**config.mk**
```make
export PLATFORM = sky130hd
export DESIGN_NAME = serial_sub
export DESIGN_NICKNAME = d
export VERILOG_FILES = /design/src/rtl/serial_sub.sv
export SDC_FILE = /design/constraint.sdc
export NUM_CORES = 1
export LEC_CHECK = 0
export ABC_CLOCK_PERIOD_IN_PS = 1210
export BUFFER_PORTS_ARGS = -buffer_cell sky130_fd_sc_hd__buf_2
export CAP_MARGIN = 20
export CORE_MARGIN = 2
export CORE_UTILIZATION = 49
export CTS_CLUSTER_SIZE = 30
export DETAILED_ROUTE_END_ITERATION = 8
export PLACE_DENSITY = 0.85
export SLEW_MARGIN = 10
export SYNTH_ARGS = -nofsm -noshare
export SYNTH_HDL_FRONTEND = slang
export SYNTH_SLANG_ARGS = --single-unit
```
**constraint.sdc**
```tcl
create_clock -name clk -period 1.21 [get_ports clk]
set_input_delay 0.242 -clock clk [delete_from_list [all_inputs] [get_ports clk]]
set_output_delay 0.242 -clock clk [all_outputs]
set_load 0.02 [all_outputs]
```
**src/rtl/serial_sub.sv**
```systemverilog
// serial_sub: bit-serial subtractor, one bit per clock, LSB first.
// Optional zero flag output enabled by defining SERIAL_SUB_ZF_EN.
module serial_sub #(
  parameter int WIDTH = 8
) (
  input  logic             clk,
  input  logic             rst,
  input  logic             start,
  input  logic [WIDTH-1:0] a,
  input  logic [WIDTH-1:0] b,
  output logic             busy,
  output logic             done,
  output logic [WIDTH-1:0] diff,
  output logic             bo
`ifdef SERIAL_SUB_ZF_EN
  ,
  output logic             zf
`endif
);

  localparam int CW = (WIDTH > 2) ? $clog2(WIDTH) : 1;

  typedef enum logic {
    S_IDLE,
    S_RUN
  } state_t;

  state_t r_state;
  state_t w_next;

  logic             w_accept;
  logic             w_last;
  logic [WIDTH-1:0] r_a;
  logic [WIDTH-1:0] r_b;
  logic [WIDTH-2:0] r_res;
  logic             r_br;
  logic [CW-1:0]    r_cnt;
  logic             r_done;
  logic [WIDTH-1:0] r_diff;
  logic             r_bo;
  logic             w_ai;
  logic             w_bi;
  logic             w_d;
  logic             w_br_nx;
  logic [WIDTH-1:0] w_res_nx;

  always_ff @(posedge clk) begin
    if (rst) begin
      r_state <= S_IDLE;
    end else begin
      r_state <= w_next;
    end
  end

  always_comb begin
    w_next   = r_state;
    w_accept = 1'b0;
    w_last   = 1'b0;
    unique case (r_state)
      S_IDLE: begin
        if (start) begin
          w_accept = 1'b1;
          w_next   = S_RUN;
        end
      end
      S_RUN: begin
        if (r_cnt == CW'(WIDTH - 1)) begin
          w_last = 1'b1;
          w_next = S_IDLE;
        end
      end
      default: w_next = S_IDLE;
    endcase
  end

  // Full-subtractor cell on the current LSBs
  assign w_ai     = r_a[0];
  assign w_bi     = r_b[0];
  assign w_d      = w_ai ^ w_bi ^ r_br;
  assign w_br_nx  = (~w_ai & w_bi) | (~(w_ai ^ w_bi) & r_br);
  assign w_res_nx = {w_d, r_res};

  always_ff @(posedge clk) begin
    if (rst) begin
      r_a    <= '0;
      r_b    <= '0;
      r_res  <= '0;
      r_br   <= 1'b0;
      r_cnt  <= '0;
      r_done <= 1'b0;
      r_diff <= '0;
      r_bo   <= 1'b0;
    end else begin
      r_done <= w_last;
      if (w_accept) begin
        r_a   <= a;
        r_b   <= b;
        r_br  <= 1'b0;
        r_cnt <= '0;
      end else if (r_state == S_RUN) begin
        r_a   <= r_a >> 1;
        r_b   <= r_b >> 1;
        r_br  <= w_br_nx;
        r_cnt <= r_cnt + 1'b1;
        r_res <= w_res_nx[WIDTH-1:1];
      end
      if (w_last) begin
        r_diff <= w_res_nx;
        r_bo   <= w_br_nx;
      end
    end
  end

`ifdef SERIAL_SUB_ZF_EN
  logic r_zf;

  always_ff @(posedge clk) begin
    if (rst) begin
      r_zf <= 1'b0;
    end else if (w_last) begin
      r_zf <= (w_res_nx == '0);
    end
  end

  assign zf = r_zf;
`endif

  assign busy = (r_state == S_RUN);
  assign done = r_done;
  assign diff = r_diff;
  assign bo   = r_bo;

endmodule

```
Word level (Yosys, flattened, before mapping). Cells that the tools add are included.

Register bits after elaboration: 38. Bits in latches: 0. RAM bits: 0. Bits in read-only memories: 0. Input port bits: 19. Memories kept: 0.

Add/sub/neg operators: 1. Multiply operators: 0. Divide/modulo/power cells: 0. Order comparisons: 0. Equal/unequal tests: 1. Shift-type cells: 0. Mux-type cells: 10. Bitwise gates (word level): 9. Reduce and logical (&&, ||, !) cells: 3.

Operators by type and width (count): two-way mux 8 bit (4); two-way mux 1 bit (5); inverter 1 bit (4); adder 3 x 1 -> 3 bit (second input constant) (1); equality test 3 bit (second input constant) (1); AND 1 bit (2); case mux 1 bit (2 select lines) (1); AND reduction 2 bit (1); nonzero test 2 bit (1); OR reduction 2 bit (1); XOR 1 bit (2); OR 1 bit (1).

Longest topological paths before layout.
Depth in word-level cells: 4. Depth in mapped cells: 5. Gate-level depth less buffers: 4.

Least setup slack after synthesis. Ideal clock, no wire load.

Path kind: flip-flop to flip-flop. Start: register r_cnt[0]. End: register r_diff[2] (netlist: diff[2]). Setup time: 0.071 ns. Arrival time: 1.134 ns. Data required time: 1.139 ns. Setup slack: 0.005 ns. Cell stages (with the launch flop): 6. Path buffers: 1. Clock period less this slack: 1.205 ns. Cell sequence: dfxtp_1 ha_1 ha_1 buf_2 a21bo_2 a21oi_1.

Cells in the longest elaborated chain, start to end: 3.

RTL lines: from (decl) (line 37) `logic [CW-1:0] r_cnt;`; from (signal assigned) (line 104) `r_cnt <= r_cnt + 1'b1;`; equality test 3 bit (line 67) `if (r_cnt == CW'(WIDTH - 1)) begin`; two-way mux 1 bit (line 67); two-way mux 1 bit (line 59) `unique case (r_state)`; to (signal assigned) (line 108) `r_diff <= w_res_nx;`; to (decl) (line 39) `logic [WIDTH-1:0] r_diff;`.

Every way passes these cells. A chain may end at the register's enable or synchronous reset.

Worst setup path in the final report.
Start: register r_b[0]. End: register r_res[6].

Cells in the longest elaborated chain, start to end: 2.

RTL lines: from (decl) (line 34) `logic [WIDTH-1:0] r_b;`; from (signal assigned) (line 102) `r_b <= r_b >> 1;`; XOR 1 bit (2 in series) (line 79) `assign w_d = w_ai ^ w_bi ^ r_br;`; net w_d (line 43) `logic w_d;`; to (signal assigned) (line 105) `r_res <= w_res_nx[WIDTH-1:1];`; to (decl) (line 35) `logic [WIDTH-2:0] r_res;`.

The timed path passes the listed nets, and every way through them passes these cells.

==> flow_summary.ini <==
[finish]
syn_to_final_growth_pct = 26.9
layoutNonFillerInstCount = 243
layout.nets = 218
mostFrequentLayoutCell = sky130_fd_sc_hd__dfxtp_1
filler_cell_count = 268
most_used_cells_in_the_layout_excluding_fill_and_tap_cells = 33 x sky130_fd_sc_hd__dfxtp_1, 28 x sky130_fd_sc_hd__buf_2, 23 x sky130_fd_sc_hd__mux2i_1
multiInputGateArea_um2 = 870
layout-drive-gt1-share = 0.431
insertedDiodeCount = 0
sequential_cell_area_um2 = 769

[synthesis]
synth_top_cell_area_share = 0.450
syn_area_um2 = 1690
synth-warning-count = 0
synth-xor-area-share = 0
syn_avg_cell_area_um2 = 10.5
post_synth_fa_ha_maj_area_fraction = 0.0266
postSynthRegisterBits = 38
yosys-mux-area-fraction = 0.136
synth.yosys.seq_area_share = 0.450
synthesized_instance_count = 161
syn_nets = 183
synth_simple_gate_area_frac = 0.136
synth_top_family_by_area = compound AO/OA/AOI/OAI gates
post-synth-top-area-cell = sky130_fd_sc_hd__dfxtp_1
post_synth_num_cell_types = 21
yosys-top-cells-area = sky130_fd_sc_hd__dfxtp_1 45%, sky130_fd_sc_hd__mux2i_1 14%, sky130_fd_sc_hd__a211oi_2 6.7%
compound_cell_area_share_of_the_yosys_netlist = 0.184

[routing]
final_ant_viol_nets = 0
drc = 0
routedWlPerCell_um = 14.0
detailroute.via_count = 1263
detailedRoute.firstPassIterationCount = 4
drtIter0Drc = 58
route.detailed.vias_per_inst = 5.20
detail_route.wirelength_um = 3410

[grt]
wire_length_of_the_first_global_routing_pass_um = 5820
grt_max_degree = 39
number_of_global_route_vias_before_repair = 1261
grt_antenna_before_repair = 0
grt_usage = 0.191
grt-ovfl-total = 0

[power_and_ir_drop]
vdd.ir_drop.worst_v = 0.00110
cellLeakagePower_nw = 0.885
power_density_nw_per_um2 = 1300

[sta]
finalHoldWorstSlack_ps = 195
worst_slew_pin_slew_ps = 552
fin_worst_skew_ps = 12.7
max-slew-margin-rel = 0.632
final-max-slew-violation-count = 0
timing.final.hold_violations = 0
report.final.setup_viol = 6
rsz_0062_raised_after_global_routing = true
finalWorstSetupSlack_ps = -26.3
max_clock_freq_ghz = 0.809
final_min_period_over_clock_period = 1.02
layout_min_cycle_time_ps = 1240

[die]
num_io_pins = 30
dieArea_um2 = 3940
rows = 21
fp.coreArea_um2 = 3340
die_height_um = 62.7
floorplan.initialDensity = 0.507
chipWidth_um = 62.7

[critical_path]
worst_r2r_path_depth = 4
max_fanout_on_critical_path = 2
worstPathRequired_ps = 1460
crit_end_element = flip-flop
critical_path.startpoint_type = flip-flop
worst_setup_path_startpoint = r_b[0]
r2r_start = r_b[0]
critical_path_arrival_ps = 1490
crit-reg2reg-capture = r_res[6]
worst-setup-path-type = flip-flop to flip-flop
setup.reg_to_reg.worst_slack_ps = -30
endpoint = r_res[6]

[clocking]
cts-buffers-inserted = 5
path_clk_slew_ps = 120
clock_sinks = 38
clk_root_buffer_cell = sky130_fd_sc_hd__clkbuf_4
cts-root-to-sink-buffers = 2
clock_tree.htree_level_count = 2
worst_skew_pair.late_latency_ps = 350
cts_tree = built

[place]
dp.cells = 228
numPortBuffers = 29
globalplace.congestion = 0.701
placed_wire_length_estimate_after_detailed_placement_um = 1930

[outcome]
violations = negative setup slack
outcome = finished, violations left

[job]
maxCapViolations = 0

[worst_hold_path]
worst_hold_path_type = input port to flip-flop
Yosys cell counts:
cell and n:
sky130_fd_sc_hd__a21oi_1 13, sky130_fd_sc_hd__a311oi_1 1, sky130_fd_sc_hd__nor2_1 9, sky130_fd_sc_hd__nand2b_1 2, sky130_fd_sc_hd__buf_4 5, sky130_fd_sc_hd__nor3_1 2
sky130_fd_sc_hd__clkbuf_1 4, sky130_fd_sc_hd__buf_6 3, sky130_fd_sc_hd__inv_1 3, sky130_fd_sc_hd__or3b_1 4, sky130_fd_sc_hd__buf_2 3, sky130_fd_sc_hd__fa_1 1
sky130_fd_sc_hd__nor2b_1 14, sky130_fd_sc_hd__a211oi_1 6, sky130_fd_sc_hd__nand3_1 8, sky130_fd_sc_hd__ha_1 2, sky130_fd_sc_hd__a21bo_2 8, sky130_fd_sc_hd__nand2_1 3
sky130_fd_sc_hd__mux2i_1 23, sky130_fd_sc_hd__dfxtp_1 38, sky130_fd_sc_hd__a211oi_2 9
layout make-up:
type | instances | area share
multi-input cells | 105 | 0.405
flip-flops and latches | 38 | 0.359
repair buffers | 43 | 0.150
clock inverters | 2 | 0.0280
well taps | 46 | 0.0268
clock buffers | 6 | 0.0239
inverters | 3 | 0.00700
metal layers:
metal | up-vias | wire (um) | track usage
met1 | 601 | 1500 | 0.223
met2 | 20 | 1730 | 0.332
met4 | 0 | 76 | 0.100
met5 | - | 0 | 0
li1 | 633 | - | -
met3 | 9 | 104 | 0.0360
repair_timing:
action,in CTS,in global routing
hold buffers,0,0
resized for setup,14,11
setup endpoints to repair,13,20
buffers inserted,3,3
pin swaps,1,5
cloned,1,0
through the flow:
step	power, mW	utilization	setup slack (ps)	setup TNS (ps)	cell area (um2)
finish	2.79	0.643	-26.3	-69.2	2140
global route	2.90	0.643	-59.9	-441	2140
CTS	2.79	0.627	-19.1	-19.1	2090
detailed placement	1.65	0.561	-92.4	-713	1870
global placement	1.64	0.561	-46.2	-316	1870
floorplan	1.59	-	5.26	0	1690
how the worst min path moves through the flow:
stage	slack [ps]	endpoint	cells after the start	startpoint
global placement	470	diff[0]	2	r_res[0]
detailed placement	480	diff[0]	2	r_res[0]
CTS	190	r_a[7]	3	a[7]
global route	220	r_a[7]	3	a[7]
floorplan	420	r_cnt[1]	2	start
finish	200	r_a[7]	3	a[7]
critical path, stage by stage (launching register included):
cell and delay (ps):
sky130_fd_sc_hd__dfxtp_2 360, sky130_fd_sc_hd__inv_2 30, sky130_fd_sc_hd__fa_1 470, sky130_fd_sc_hd__mux2i_1 190, sky130_fd_sc_hd__nor2_1 80
power breakdown:
| group | leakage, nW | internal, mW | switching, mW |
|---|---|---|---|
| combinational | 0.514 | 0.162 | 0.163 |
| sequential | 0.313 | 1.31 | 0.0359 |
| clock | 0.0585 | 0.700 | 0.423 |
registers in the layout, indices dropped and copies added, names as in the netlist, 3 cells and up:
name and cells:
r_a 8, diff 8, r_b 8, r_res 7
r_cnt 3
cell families (layout without fill, tap and decap cells):
family,count (synthesis),after routing
compound gates,37,37
fa+ha+maj,3,3
buf+inv,18,54
flops,38,38
mux,23,23
simple gates,42,42
(Power assumes the default switching activity.)
